## src/rtl/sysu_modn_counter.sv

```systemverilog
// -----------------------------------------------------------------------------
// sysu_modn_counter
//
// Presettable modulo-MOD up/down counter with a one-shot mode and a
// ripple-carry output for synchronous cascading.
//
// Parameters
//   WIDTH    counter width in bits (1..16)
//   modulus  set by the MOD parameter (2..2**WIDTH); Q always stays in 0..MOD-1
//
// Ports
//   CP       clock, all state changes on the rising edge
//   MR       asynchronous active-low master reset (Q=0, DONE=0)
//   PL       synchronous active-low parallel load (beats CE)
//   P        parallel load data, clamped to MOD-1 when out of range
//   CE       count enable, active-high
//   UD       direction: 1 = up, 0 = down
//   ONESHOT  1 = stop at the terminal value and raise DONE, 0 = wrap
//   Q        registered count value
//   TC       terminal count, combinational from Q and UD
//   RCO      ripple carry out = TC & CE & ~DONE, drives CE of the next stage
//   DONE     registered sticky flag: one-shot run has completed
// -----------------------------------------------------------------------------
module sysu_modn_counter #(
    parameter int WIDTH = 4,
    parameter int MOD   = 16
) (
    input  logic             CP,
    input  logic             MR,
    input  logic             PL,
    input  logic [WIDTH-1:0] P,
    input  logic             CE,
    input  logic             UD,
    input  logic             ONESHOT,
    output logic [WIDTH-1:0] Q,
    output logic             TC,
    output logic             RCO,
    output logic             DONE
);

    // Largest legal count value and the constants used around it.
    localparam logic [WIDTH-1:0] MAX_VAL  = WIDTH'(MOD - 1);
    localparam logic [WIDTH-1:0] ZERO_VAL = WIDTH'(32'd0);
    localparam logic [WIDTH-1:0] ONE_VAL  = WIDTH'(32'd1);

    logic [WIDTH-1:0] q_r;
    logic [WIDTH-1:0] q_next_s;
    logic             done_r;
    logic             done_next_s;
    logic             tc_s;

    // Terminal value for the current direction: MOD-1 going up, 0 going down.
    function automatic logic [WIDTH-1:0] terminal_value(input logic ud);
        logic [WIDTH-1:0] t;
        if (ud) begin
            t = MAX_VAL;
        end else begin
            t = ZERO_VAL;
        end
        return t;
    endfunction

    // Load value limited to the legal range. Compared one bit wider so the
    // test stays meaningful when MOD is a full power of two.
    function automatic logic [WIDTH-1:0] clamp_load(input logic [WIDTH-1:0] p);
        logic [WIDTH-1:0] v;
        if ({1'b0, p} > {1'b0, MAX_VAL}) begin
            v = MAX_VAL;
        end else begin
            v = p;
        end
        return v;
    endfunction

    // Increment with explicit wrap at MOD-1; for MOD = 2**WIDTH this is
    // identical to natural overflow.
    function automatic logic [WIDTH-1:0] inc_wrap(input logic [WIDTH-1:0] q);
        logic [WIDTH-1:0] v;
        if (q == MAX_VAL) begin
            v = ZERO_VAL;
        end else begin
            v = q + ONE_VAL;
        end
        return v;
    endfunction

    // Decrement with explicit wrap from 0 back to MOD-1.
    function automatic logic [WIDTH-1:0] dec_wrap(input logic [WIDTH-1:0] q);
        logic [WIDTH-1:0] v;
        if (q == ZERO_VAL) begin
            v = MAX_VAL;
        end else begin
            v = q - ONE_VAL;
        end
        return v;
    endfunction

    // Terminal-count detect, follows UD without waiting for an edge.
    always_comb begin
        tc_s = (q_r == terminal_value(UD));
    end

    // Next-state selection: load beats count; a finished one-shot run
    // ignores CE until it is reloaded or reset.
    always_comb begin
        q_next_s    = q_r;
        done_next_s = done_r;
        if (!PL) begin
            q_next_s    = clamp_load(P);
            done_next_s = 1'b0;
        end else if (CE && !done_r) begin
            if (ONESHOT && tc_s) begin
                // Park on the terminal value and flag completion.
                q_next_s    = q_r;
                done_next_s = 1'b1;
            end else begin
                case (UD)
                    1'b1:    q_next_s = inc_wrap(q_r);
                    1'b0:    q_next_s = dec_wrap(q_r);
                    default: q_next_s = q_r;
                endcase
                done_next_s = done_r;
            end
        end else begin
            q_next_s    = q_r;
            done_next_s = done_r;
        end
    end

    // Count and one-shot state registers, cleared asynchronously by MR.
    always_ff @(posedge CP or negedge MR) begin
        if (!MR) begin
            q_r    <= ZERO_VAL;
            done_r <= 1'b0;
        end else begin
            q_r    <= q_next_s;
            done_r <= done_next_s;
        end
    end

    // Output drive: Q and DONE straight from flops, TC/RCO combinational.
    always_comb begin
        Q    = q_r;
        DONE = done_r;
        TC   = tc_s;
        RCO  = tc_s & CE & ~done_r;
    end

endmodule
```

## config.mk

```make
export PLATFORM = sky130hd
export DESIGN_NAME = sysu_modn_counter
export DESIGN_NICKNAME = d
export VERILOG_FILES = /design/src/rtl/sysu_modn_counter.sv
export SDC_FILE = /design/constraint.sdc
export NUM_CORES = 1
export LEC_CHECK = 0
export ABC_AREA = 0
export CAP_MARGIN = 40
export CELL_PAD_IN_SITES_DETAIL_PLACEMENT = 1
export CELL_PAD_IN_SITES_GLOBAL_PLACEMENT = 2
export CORE_MARGIN = 5
export CORE_UTILIZATION = 20
export DETAILED_ROUTE_END_ITERATION = 8
export PLACE_DENSITY_LB_ADDON = 0.1
export SKIP_CTS_REPAIR_TIMING = 1
export SYNTH_ARGS = -nofsm -noshare
export SYNTH_HDL_FRONTEND = slang
export SYNTH_SLANG_ARGS = --single-unit
```

## constraint.sdc

```tcl
create_clock -name CP -period 1.7 [get_ports CP]
set_clock_uncertainty 0.15 [all_clocks]
set_input_delay 0.34 -clock CP [delete_from_list [all_inputs] [get_ports CP]]
set_output_delay 0.34 -clock CP [all_outputs]
set_load 0.03 [all_outputs]
```

Word-level counts from Yosys, hierarchy flattened --
Index checks and enable logic that the tools add are counted.
Cells by class: add/subtract/negate cells 2, equal/unequal tests 5, multiplexer cells 10, bitwise gates (word level) 4, reductions and logical operators 6
Operators by type and width (count):
- 4-bit two-way mux | 6
- 4-bit one-hot mux with 2 select lines | 1
- 4-bit by 1-bit adder with 4-bit output, second input constant | 1
- 4-bit equality test | 1
- 4-bit equality test, second input constant | 1
- 4-bit zero test | 1
- 2-bit by 1-bit != test with 1-bit output, second input constant | 2
- 2-bit AND reduction | 2
- 4-bit by 1-bit subtractor with 4-bit output, second input constant | 1
- 1-bit two-way mux | 3
- 1-bit AND | 2
- 1-bit logical AND | 2
- 2-bit != test, second input constant | 1
- 1-bit NOT | 2
- 1-bit zero test | 1
Storage, ports and cells: bits in registers 5, output and inout port bits 7

Longest topological paths before layout --
Gate-level depths: netlist (run 1).
depth after elaboration 6, gate-level depth with buffers 6, depth with buffers taken out 6

Worst setup path before layout (run 1) --
Ideal clock, no wire load.
path kind reg-to-output, start reg q_r[2], in the netlist Q[2], end out RCO, data arrival time 1913 ps, path slack -703 ps, cell stages (with the launch flop) 3, path buffers 0, cell sequence dfrtp_1 > or4_4 > a211oi_1
Between the ends: word-level cells in the longest chain between the ends 3
RTL lines:
- start, declared | RTL line 46 | logic [WIDTH-1:0] q_r;
- start signal, assigned | RTL line 136 | q_r <= q_next_s;
- 4-bit equality test | RTL line 100 | tc_s = (q_r == terminal_value(UD));
- 1-bit AND (2 in a row) | RTL line 146 | RCO = tc_s & CE & ~done_r;
- end, declared | RTL line 37 | output logic RCO,
No other way between the ends.

Final worst setup path (run 1) --
start reg q_r[2], in the netlist Q[2], end out TC
Between the ends: word-level cells in the longest chain between the ends 1
RTL lines:
- 4-bit equality test | RTL line 100
- end, declared | RTL line 36 | output logic TC,
No other way between the ends.

==> results.md, run 1 <==
- The run finished, with violations left.
- The final reports fail on negative setup slack.
- During placement, the flow inserted port buffers numbering 16.
- The number of distinct standard cells referenced by the synthesized netlist is 24.
- The launch point of the worst reg-to-reg path is Q[2].
- Detailed placement finished with a half-perimeter wire length of 1.104 mm.
- The TritonCTS buffer count is 3.
- After detailed routing, the number of vias per cell comes to 4.192.
- For the worst setup path, the data arrival time is 1.59 ns.
- Relative to the synthesized area, the layout overhead comes to 82.49%.
- The total grt overflow is 0.
- The number of buffers on the longest clock path is 2.
- The largest area contributor in the synthesized netlist is sky130_fd_sc_hd__dfrtp_1.
- Setup violations remaining at the end of the flow were counted as 6.
- The class of the worst hold path is in -> async.
- Summed over its instances, the top area cell type makes up 29.67% of the synthesized netlist area.
- TritonCTS built the clock tree.
- The antenna cell count is 0.
- The die is 55.92 um wide.
- The path depth of the worst reg2reg path is 5.
- The floorplan step defined a core boundary enclosing 0.001982 mm2.
- Max-cap violations in this run came to 0.
- The kind of capture point of the worst setup path is an output port.
- The detailed-route via count is 436.
- The master cell of the clock root buffer is sky130_fd_sc_hd__clkbuf_4.
- The worst hold slack is 0.1709 ns.
- In the final layout, the share of cells above drive strength 1 is 33.77%.
- The transition time at the pin with the least slew margin is 0.3276 ns.
- By area, the combinational part of the netlist is dominated by compound AO/OA/AOI/OAI gates.
- The portion of synthesized area spent on multiplexers is 9.792%.
- Summing the areas of all and, or, nand and nor instances in the mapped netlist gives 13.65% of the synthesized area.
- The initial DRC count is 3.
- The global placement routability congestion is 0.7085.
- The average routed wire per standard cell is 12.22 um.
- The maximum fanout along the worst path is 4.
- The relative slew slack is 78.13%.
- The final critical delay including setup and external delays is 2.083 ns.
- The die area is 0.003126 mm2.
- In this run the number of H-tree levels came out at 1.
- The xor/xnor share of the synthesized area is 4.154%.
- The worst setup slack for register-to-register paths is -0.22 ns.
- The max-slew violation count is 0.
- The analysis attributes to cell leakage a power of 0.3962 nW.
- The wire length of the first global-routing pass is 2.152 mm.
- The total wirelength of the detailed-routed design is 1.271 mm.
- In the synthesized netlist, the number of instances is 45.
- After clock tree synthesis, the clock-pin slew on the worst setup and hold paths is 0.04 ns.
- The area after detailed placement is 720.7 um2.
- Timing analysis after detailed placement gives a worst setup slack of -0.6362 ns.
- The effective utilization at floorplan is 21.28%.
- The remaining design rule violation count is 0.
- The global routing usage summed across all routing layers is 8.774%.
- The area share of fa/ha/maj cells after synthesis is 11.87%.
- Data on the critical path is required at its endpoint by 1.21 ns.
- The share of the clock period used by the worst path is 122.5%.
- STA classifies the critical path startpoint as a flop.
- The net count after synthesis is 59.
- The number of hold violations in the final report is 0.
- Static timing analysis puts the maximum clock frequency at 0.4800 GHz.
- The number of standard-cell rows in the floorplan is 16.
- The post-synth design cell area is 421.7 um2.
- The height of the die is 55.92 um.
- The terminus of the critical flop-to-flop path is Q[0].
- The post-route core utilization is 38.83%.
- The smallest setup slack after layout is -0.3832 ns.
- The first detailed-routing pass took 4 iterations.
- Of the synthesized area, sequential elements account for 29.67%.
- The total number of nets in the final design is 92.
- The finished cells cover 769.5 um2.
- The post-synthesis average cell area is 9.370 um2.
- The total number of yosys warnings is 0.
- The synthesized netlist devotes 25.52% of its cell area to compound gates.
- The final antenna-violating net count is 0.
- By area the synthesized netlist is led by sky130_fd_sc_hd__dfrtp_1 30%, sky130_fd_sc_hd__ha_1 12%, sky130_fd_sc_hd__mux2i_1 7.1%, sky130_fd_sc_hd__a21oi_1 4.7%, sky130_fd_sc_hd__inv_1 4.5%.
- The number of antenna violations at the first check in global routing was 0.
- The power per cell area is 743.8 mW/mm2.
- Setup repair after global routing could not meet its margin everywhere.
- The clock network latency to the later pin of the worst-skew pair is 0.24 ns.
- The I/O pin count is 17.
- Entering global routing, the biggest net connects 9 pins.
- The TritonCTS sink count is 5.
- The via count of the first global-routing pass was 471.
- The type of the setup path with the least slack is reg -> out.
- The worst supply voltage drop on vdd is 0.3950 mV.
- The number of synthesized register bits is 5.
-- sequential cells by signal (all words and copies together) (netlist names) --
register and flops:
DONE 1, Q 4
-- where the power goes --
group	total (mW)	switching, mW	internal (mW)	leakage (nW)
logic	0.293	0.148	0.145	0.324
registers	0.146	0.00976	0.136	0.0571
clock network	0.134	0.0455	0.0885	0.0150
-- placed cells by master, fill, tap and decap left out, drive strengths merged --
master / synthesis / layout
clkbuf: 0 / 4
o311a: 1 / 1
mux2: 1 / 1
nand4: 1 / 1
mux2i: 3 / 3
buf: 1 / 15
ha: 4 / 4
inv: 5 / 5
a21o: 1 / 1
a21oi: 6 / 6
nand2b: 1 / 1
dfrtp: 5 / 5
o21ai: 2 / 2
a211oi: 2 / 2
nor2: 3 / 3
o22ai: 1 / 1
a31oi: 1 / 1
nor4b: 1 / 1
nor2b: 1 / 1
o21bai: 1 / 1
or4: 2 / 2
xnor2: 2 / 2
clkdlybuf4s50: 0 / 8
dlymetal6s2s: 0 / 6
-- cell usage after synthesis, drive strengths merged --
cell type  number
a21oi           6
dfrtp           5
inv             5
ha              4
mux2i           3
nor2            3
a211oi          2
o21ai           2
or4             2
xnor2           2
a21o            1
a31oi           1
buf             1
mux2            1
nand2b          1
nand4           1
nor2b           1
nor4b           1
o21bai          1
o22ai           1
o311a           1
-- how the worst max path moves through the flow --
stage | start | to
floorplan | Q[2] | Q[0]
global placement | UD | Q[0]
detailed placement | UD | Q[0]
CTS | UD | RCO
global route | Q[2] | RCO
finish | Q[2] | TC
-- layer usage --
metal  share of wire [%]  global-route usage, %  vias up
met3                 3.2                  2.784        0
met4                   0                  4.068        0
li1                    -                      -      230
met1                  51                  11.76      195
met5                   0                      0        -
met2                  46                  12.67       11
-- metrics by stage --
stage / std cells / power, mW / TNS [ns]
floorplan: 45 / 0.3011 / -1.885
global placement: 100 / 0.4474 / -3.566
detailed placement: 100 / 0.4418 / -3.660
CTS: 104 / 0.5846 / -3.451
global route: 104 / 0.6148 / -1.627
finish: 104 / 0.5724 / -1.286
-- cell families after synthesis --
kind of cell | count (synthesis)
buf+inv | 6
xor+xnor | 2
mux | 4
flops | 5
fa+ha+maj | 4
compound gates | 15
simple gates | 9
-- worst max-delay path: stages, from the launching register on --
cell and delay (ns):
sky130_fd_sc_hd__dfrtp_2 0.40, sky130_fd_sc_hd__or4_4 0.56, sky130_fd_sc_hd__a21oi_4 0.20, sky130_fd_sc_hd__buf_4 0.19
-- final cells by class --
cell class | instances | area, um2
fill | 227 | 1212
multi-input combinational | 34 | 290.3
timing repair buffer | 29 | 271.5
sequential | 5 | 128.9
tap | 27 | 33.78
clock buffer | 4 | 26.28
inverter | 5 | 18.77
Note: power is estimated with default switching activity, not from simulation.
==> run 2, diff against run 1 <==
==> constraint.sdc (replaced) <==
create_clock -name CP -period 1.7 [get_ports CP]
set_clock_uncertainty 0.15 [all_clocks]
set_input_delay 0.51 -clock CP [delete_from_list [all_inputs] [get_ports CP]]
set_output_delay 0.51 -clock CP [all_outputs]
set_load 0.03 [all_outputs]
==> results.md, run 2 (synthesis gave the netlist of run 1 again) <==
- STA classifies the critical path startpoint as a flop.
- The type of the setup path with the least slack is reg -> out.
- The maximum single-stage delay on the critical path came to 0.57 ns (about the same).
- The total grt overflow was 0 (unchanged).
- The number of filler instances in the final layout came to 235 (+3.5%).
- The post-route core utilization was 40.40% (+1.6 points).
- The transition time at the pin with the least slew margin is 0.2885 ns (-0.03909 ns).
- The final instance area is 800.8 um2 (+4.1%).
- The required arrival time at the worst endpoint is 1.04 ns (-0.17 ns).
- The global routing usage summed across all routing layers came to 8.588% (-0.19 points).
- The achievable clock frequency is 0.4382 GHz (-8.7%).
- The iteration count of the initial detailed-routing pass is 2 (-2).
- The power per cell area is 750.2 mW/mm2 (+0.85%).
- The effective utilization at floorplan came to 21.28% (unchanged).
- The deepest level of the CTS H-tree is 1 (unchanged).
- The top cell types in the final layout, fill and taps aside, are 16 x sky130_fd_sc_hd__buf_4, 8 x sky130_fd_sc_hd__clkdlybuf4s50_1, 5 x sky130_fd_sc_hd__inv_1, 5 x sky130_fd_sc_hd__buf_6, 4 x sky130_fd_sc_hd__a21oi_1.
- The number of standard-cell rows in the floorplan came to 16 (unchanged).
- The HPWL reported at the end of detailed placement is 1.062 mm (-3.8%).
- The smallest setup slack after layout came to -0.5821 ns (-0.1988 ns).
- The total power draw is 600.7 uW (+5.0%).
- TritonCTS built the clock tree.
- The antenna cell count is 0 (unchanged).
- The I/O pin count is 17 (unchanged).
- The commonest non-fill, non-tap cell in the layout is sky130_fd_sc_hd__buf_4.
- The aggregate negative setup slack is -2.112 ns (-0.8263 ns).
- The x dimension of the die is 55.92 um (unchanged).
- The total of endpoints with negative setup slack in the final report came to 6 (unchanged).
- The total number of nets in the final design came to 93 (+1.1%).
- The count of input and output buffers is 16 (unchanged).
- The TritonCTS buffer count is 3 (unchanged).
- The max-slew violation count is 0 (unchanged).
- The final antenna-violating net count is 0 (unchanged).
- The maximum number of pins on one net before global-route repair was 8 (-1).
- The worst setup path is captured at an output port.
- The highest signal layer in the routed design is met3.
- The worst hold slack is 0.3456 ns (+0.1748 ns).
- The routed wire length on met3 is 49 um (+20%).
- The via count of the first global-routing pass is 496 (+5.3%).
- The area after detailed placement is 715.7 um2 (-0.69%).
- The remaining design rule violation count is 0 (unchanged).
- The filler-free cell count of the finished design is 105 (+0.96%).
- The wire length of the first global-routing pass is 2.159 mm (+0.33%).
- The run finished, with violations left.
- The detailed-route via count is 448 (+2.8%).
- The global placement routability congestion came to 0.7488 (+5.7%).
- The final critical delay including setup and external delays is 2.282 ns (+0.1988 ns).
- The average routed wire per standard cell is 12.27 um (+0.37%).
- The tree is rooted in a sky130_fd_sc_hd__clkbuf_4.
- The area growth from synthesis to layout is 89.91%.
- The arrival time of the worst setup path is 1.62 ns (+0.03 ns).
- The relative slew slack is 80.50% (+2.4 points).
- The layout cell share with drive strength beyond 1 was 46.15% (+12 points).
- The checks that failed: negative setup slack.
- The cell at the slowest stage of the critical path is sky130_fd_sc_hd__or4_4.
- The static leakage was 0.3617 nW (-8.7%).
- The TritonCTS sink count is 5 (unchanged).
- The initial DRC count is 3 (unchanged).
- The core box area came to 0.001982 mm2 (unchanged).
- The total wirelength of the detailed-routed design is 1.288 mm (+1.3%).
- The clock slew at the register clock pins of the worst setup and hold paths was 0.04 ns (about the same).
- The detail-routed via count per cell is 4.267 (+1.8%).
- Setup repair after global routing could not meet its margin everywhere.
- The class of the worst hold path is in -> async.
- The detailed-routing wirelength on met1 came to 655 um (+1.2%).
- Walking the worst path, the cells encountered are or4_4 -> a211oi_4 -> buf_6.
- The die area is 0.003126 mm2 (unchanged).
- The number of placed instances with taps included is 100 (unchanged).
- The flip-flop count of the largest register, all copies and words added was 4 (unchanged).
- The number of antenna violations at the first check in global routing is 0 (unchanged).
- The share of the clock period used by the worst path is 134.2% (+12 points).
- The number of buffers on the longest clock path was 2 (unchanged).
- The maximum fanout along the worst path is 2 (-2).
- The worst supply voltage drop on vdd is 0.3333 mV (-16%).
- The height of the die is 55.92 um (unchanged).
- The count of max-cap constraint violations is 0 (unchanged).
- The number of hold violations in the final report was 0 (unchanged).
- The met2 routed wirelength is 583 um (+0.17%).
- The minimum setup slack after placement came to -0.9123 ns (-0.2761 ns).
- The clock network latency to the later pin of the worst-skew pair is 0.24 ns (about the same).
==> run 2: cell count changes in the layout (fill, tap and decap cells not counted), sizes merged <==
cell / previous run / this run
dlymetal6s2s: 6 / 1
buf: 15 / 21
==> run 2: final cells by class <==
class / count / area [um2] / area share, %
Sequential cell: 5 / 128.9 / 16.09
Multi-Input combinational cell: 34 / 324.1 / 40.47
Inverter: 5 / 18.77 / 2.344
Clock buffer: 4 / 26.28 / 3.281
Tap cell: 27 / 33.78 / 4.219
Timing Repair Buffer: 30 / 269.0 / 33.59
==> run 2: worst max-delay path: cells and delay by family (launching register included) <==
family	cells	cell delay, ns
and+or+nand+nor	1	0.57
DFF	1	0.39
AOI/OAI and AO/OA	1	0.26
buffers and inverters	1	0.16
==> run 2: routing by layer <==
layer / vias up / track usage (%)
met5: - / 0
met4: 0 / 4.068
met3: 0 / 2.088
met2: 10 / 13.18
met1: 207 / 11.22
li1: 231 / -
==> run 2: path summary, 6_finish.rpt <==
kind	slack, ns	endpoint	from	cells past startpoint
hold / removal	0.35	Q[0]	MR	1
min in group CP	0.47	DONE	DONE	3
setup reg to reg	-0.31	Q[0]	Q[3]	6
setup / recovery	-0.58	RCO	Q[3]	3
hold reg to reg	0.47	DONE	DONE	3
max in group asynchronous	0.84	Q[2]	MR	1
==> run 2: power breakdown <==
group	switching (mW)	total [mW]	internal (mW)	leakage (nW)
logic	0.162	0.321	0.159	0.290
registers	0.00741	0.143	0.136	0.0571
clock network	0.0480	0.137	0.0887	0.0150
total	0.217	0.601	0.383	0.362
==> run 3, diff against run 2 <==
--- a/config.mk
+++ b/config.mk
@@ -7,13 +7,15 @@
 export LEC_CHECK = 0
 export ABC_AREA = 0
 export CAP_MARGIN = 40
-export CELL_PAD_IN_SITES_DETAIL_PLACEMENT = 1
+export CELL_PAD_IN_SITES_DETAIL_PLACEMENT = 2
 export CELL_PAD_IN_SITES_GLOBAL_PLACEMENT = 2
 export CORE_MARGIN = 5
-export CORE_UTILIZATION = 20
+export CORE_UTILIZATION = 22
+export CTS_BUF_LIST = sky130_fd_sc_hd__clkbuf_4 sky130_fd_sc_hd__clkbuf_8
 export DETAILED_ROUTE_END_ITERATION = 8
 export PLACE_DENSITY_LB_ADDON = 0.1
 export SKIP_CTS_REPAIR_TIMING = 1
+export SKIP_LAST_GASP = 1
 export SYNTH_ARGS = -nofsm -noshare
 export SYNTH_HDL_FRONTEND = slang
 export SYNTH_SLANG_ARGS = --single-unit
==> results.md, run 3 (synthesis gave the netlist of run 1 again) <==
- The flow ran to the end, but the final reports show violations.
- The final reports fail on negative setup slack.
- The TritonCTS sink count is 5 (unchanged).
- The total power draw is 605.1 uW (+0.74%).
- The HPWL reported at the end of detailed placement is 1.128 mm (+6.2%).
- The effective utilization at floorplan is 23.65% (+2.4 points).
- The remaining design rule violation count was 0 (unchanged).
- The transition time at the pin with the least slew margin is 0.2567 ns (-0.03180 ns).
- The relative slew slack was 82.65% (+2.1 points).
- The number of standard-cell rows in the floorplan is 15 (-1).
- The startpoint identified for the worst register-to-register timing path is Q[3].
- The internal cell power is 391.6 uW (+2.2%).
- The count of input and output buffers is 16 (unchanged).
- The minimum setup slack after placement is -0.9538 ns (-0.04152 ns).
- The library cell used most frequently in the layout, excluding fill and tap cells, is sky130_fd_sc_hd__buf_4.
- Compared with the post-synthesis result, the final layout area differs by 87.54%.
- Setup repair after global routing could not meet its margin everywhere.
- The aggregate negative setup slack is -2.585 ns (-0.4729 ns).
- The clock slew at the register clock pins of the worst setup and hold paths is 0.04 ns (about the same).
- The cell at the slowest stage of the critical path is sky130_fd_sc_hd__or4_4.
- The global placement routability congestion came to 0.7513 (+0.33%).
- The maximum fanout along the worst path is 2 (unchanged).
- The share of the clock period used by the worst path is 132.7% (-1.6 points).
- The via count of the first global-routing pass was 504 (+1.6%).
- The total number of nets in the final design is 93 (unchanged).
- The total of endpoints with negative setup slack in the final report came to 7 (+1).
- The deepest level of the CTS H-tree is 1 (unchanged).
- The TritonCTS buffer count is 3 (unchanged).
- In the layout the commonest cells are 16 x sky130_fd_sc_hd__buf_4, 8 x sky130_fd_sc_hd__clkdlybuf4s50_1, 5 x sky130_fd_sc_hd__inv_1, 5 x sky130_fd_sc_hd__buf_6.
- The flip-flop count of the largest register, all copies and words added is 4 (unchanged).
- STA classifies the critical path startpoint as a flop.
- The antenna cell count came to 0 (unchanged).
- The global routing stage identified its most utilized layer as met2.
- The maximum number of pins on one net before global-route repair is 8 (unchanged).
- The core box area is 0.001783 mm2 (-10%).
- The signal on the critical path passes through or4_4 -> a211oi_4 -> buf_6.
- The height of the die is 53.78 um (-3.8%).
- The number of buffers on the longest clock path came to 2 (unchanged).
- The global routing usage on met3 is 2.493% (+0.40 points).
- The maximum single-stage delay on the critical path is 0.58 ns (about the same).
- The area occupied by registers is 128.9 um2 (unchanged).
- The required arrival time at the worst endpoint is 1.04 ns (about the same).
- The achievable clock frequency is 0.4433 GHz (+1.2%).
- The detail-routed via count per cell came to 4.534 (+6.3%).
- The final antenna-violating net count came to 0 (unchanged).
- The initial DRC count is 1 (-2).
- The clock power share is 24.5% (+1.7 points).
- The clock network latency to the later pin of the worst-skew pair is 0.23 ns (about the same).
- The path depth of the worst reg2reg path came to 7 (+1).
- The die area was 0.002892 mm2 (-7.5%).
- The total grt overflow is 0 (unchanged).
- The x dimension of the die came to 53.78 um (-3.8%).
- The I/O pin count is 17 (unchanged).
- The met1 global-route usage is 13.31% (+2.1 points).
- The area after detailed placement is 705.7 um2 (-1.4%).
- The number of filler instances in the final layout came to 189 (-20%).
- The worst hold slack is 0.3432 ns (-0.002394 ns).
- The average routed wire per standard cell is 13.75 um (+12%).
- The wire length of the first global-routing pass came to 2.187 mm (+1.3%).
- The power share of the combinational group is 51.4% (-2.0 points).
- The final instance area is 790.8 um2 (-1.3%).
- The switching power of the nets is 213.5 uW (-1.8%).
- The iteration count of the initial detailed-routing pass was 3 (+1).
- The max-slew violation count is 0 (unchanged).
- The number of hold violations in the final report was 0 (unchanged).
- The power share of the sequential group is 24.1% (+0.3 points).
- The total wirelength of the detailed-routed design came to 1.416 mm (+9.9%).
- The terminus of the critical flop-to-flop path is Q[0].
- The arrival time of the worst setup path is 1.60 ns (-0.02 ns).
- The static leakage is 0.3619 nW (about the same).
- The detailed-route via count is 467 (+4.2%).
- The class of the worst hold path is in -> async.
- The layout cell share with drive strength beyond 1 is 46.15% (unchanged).
- The worst setup slack for register-to-register paths is -0.43 ns (-0.12 ns).
- The global routing usage summed across all routing layers came to 10.22% (+1.6 points).
- The worst supply voltage drop on vdd is 0.5471 mV (+64%).
- The kind of capture point of the worst setup path is an output port.
- The TritonCTS clock tree is built.
- The final critical delay including setup and external delays was 2.256 ns (-0.02646 ns).
- The met2 track utilization from global routing came to 17.34% (+4.2 points).
- The power per cell area is 765.3 mW/mm2 (+2.0%).
- The master cell of the clock root buffer is sky130_fd_sc_hd__clkbuf_4.
- The multi-input logic area came to 312.8 um2 (-3.5%).
- The type of the setup path with the least slack is reg -> out.
- The number of antenna violations at the first check in global routing is 0 (unchanged).
- The smallest setup slack after layout is -0.5556 ns (+0.02646 ns).
- The switching power share of the total was 35.28% (-0.92 points).
- The count of max-cap constraint violations is 0 (unchanged).
==> run 3: worst max-delay path: cells and delay by family, from the launching register on <==
kind            cells  cell delay [ns]
compound gates      1             0.23
simple gates        1             0.58
flops               1             0.39
buf+inv             1             0.16
==> run 3: power groups by stage <==
| stage | combinational (mW) | sequential (mW) | clock (mW) |
|---|---|---|---|
| finish | 0.311 | 0.146 | 0.148 |
| floorplan | 0.116 | 0.189 | 0 |
| detailed placement | 0.291 | 0.148 | 0 |
| CTS | 0.293 | 0.146 | 0.154 |
| global route | 0.334 | 0.148 | 0.168 |
| global placement | 0.288 | 0.148 | 0 |
==> run 3: area by class of cell <==
class                      instances  area share, %
timing repair buffer              30          34.02
tap                               25          3.956
multi-input combinational         34          39.56
clock buffer                       4          3.797
inverter                           5          2.373
sequential                         5          16.30
==> run 3: stage by stage <==
step / utilization [%] / instances
global placement: 39.58 / 97
global route: 44.35 / 103
finish: 44.35 / 103
CTS: 41.26 / 101
floorplan: - / 45
detailed placement: 39.58 / 97
==> run 3: metal layers <==
layer	share of wire, %	up-vias
met4	0	0
met1	45	226
li1	-	231
met5	0	-
met2	51	10
met3	3.3	0
==> run 3: worst max path at each step <==
stage / from / endpoint / slack (ns)
after global routing: Q[3] / RCO / -0.61
final: Q[3] / RCO / -0.56
after floorplan: UD / Q[0] / -0.45
after detailed placement: UD / RCO / -0.95
after global placement: UD / RCO / -0.91
after CTS: UD / RCO / -0.95
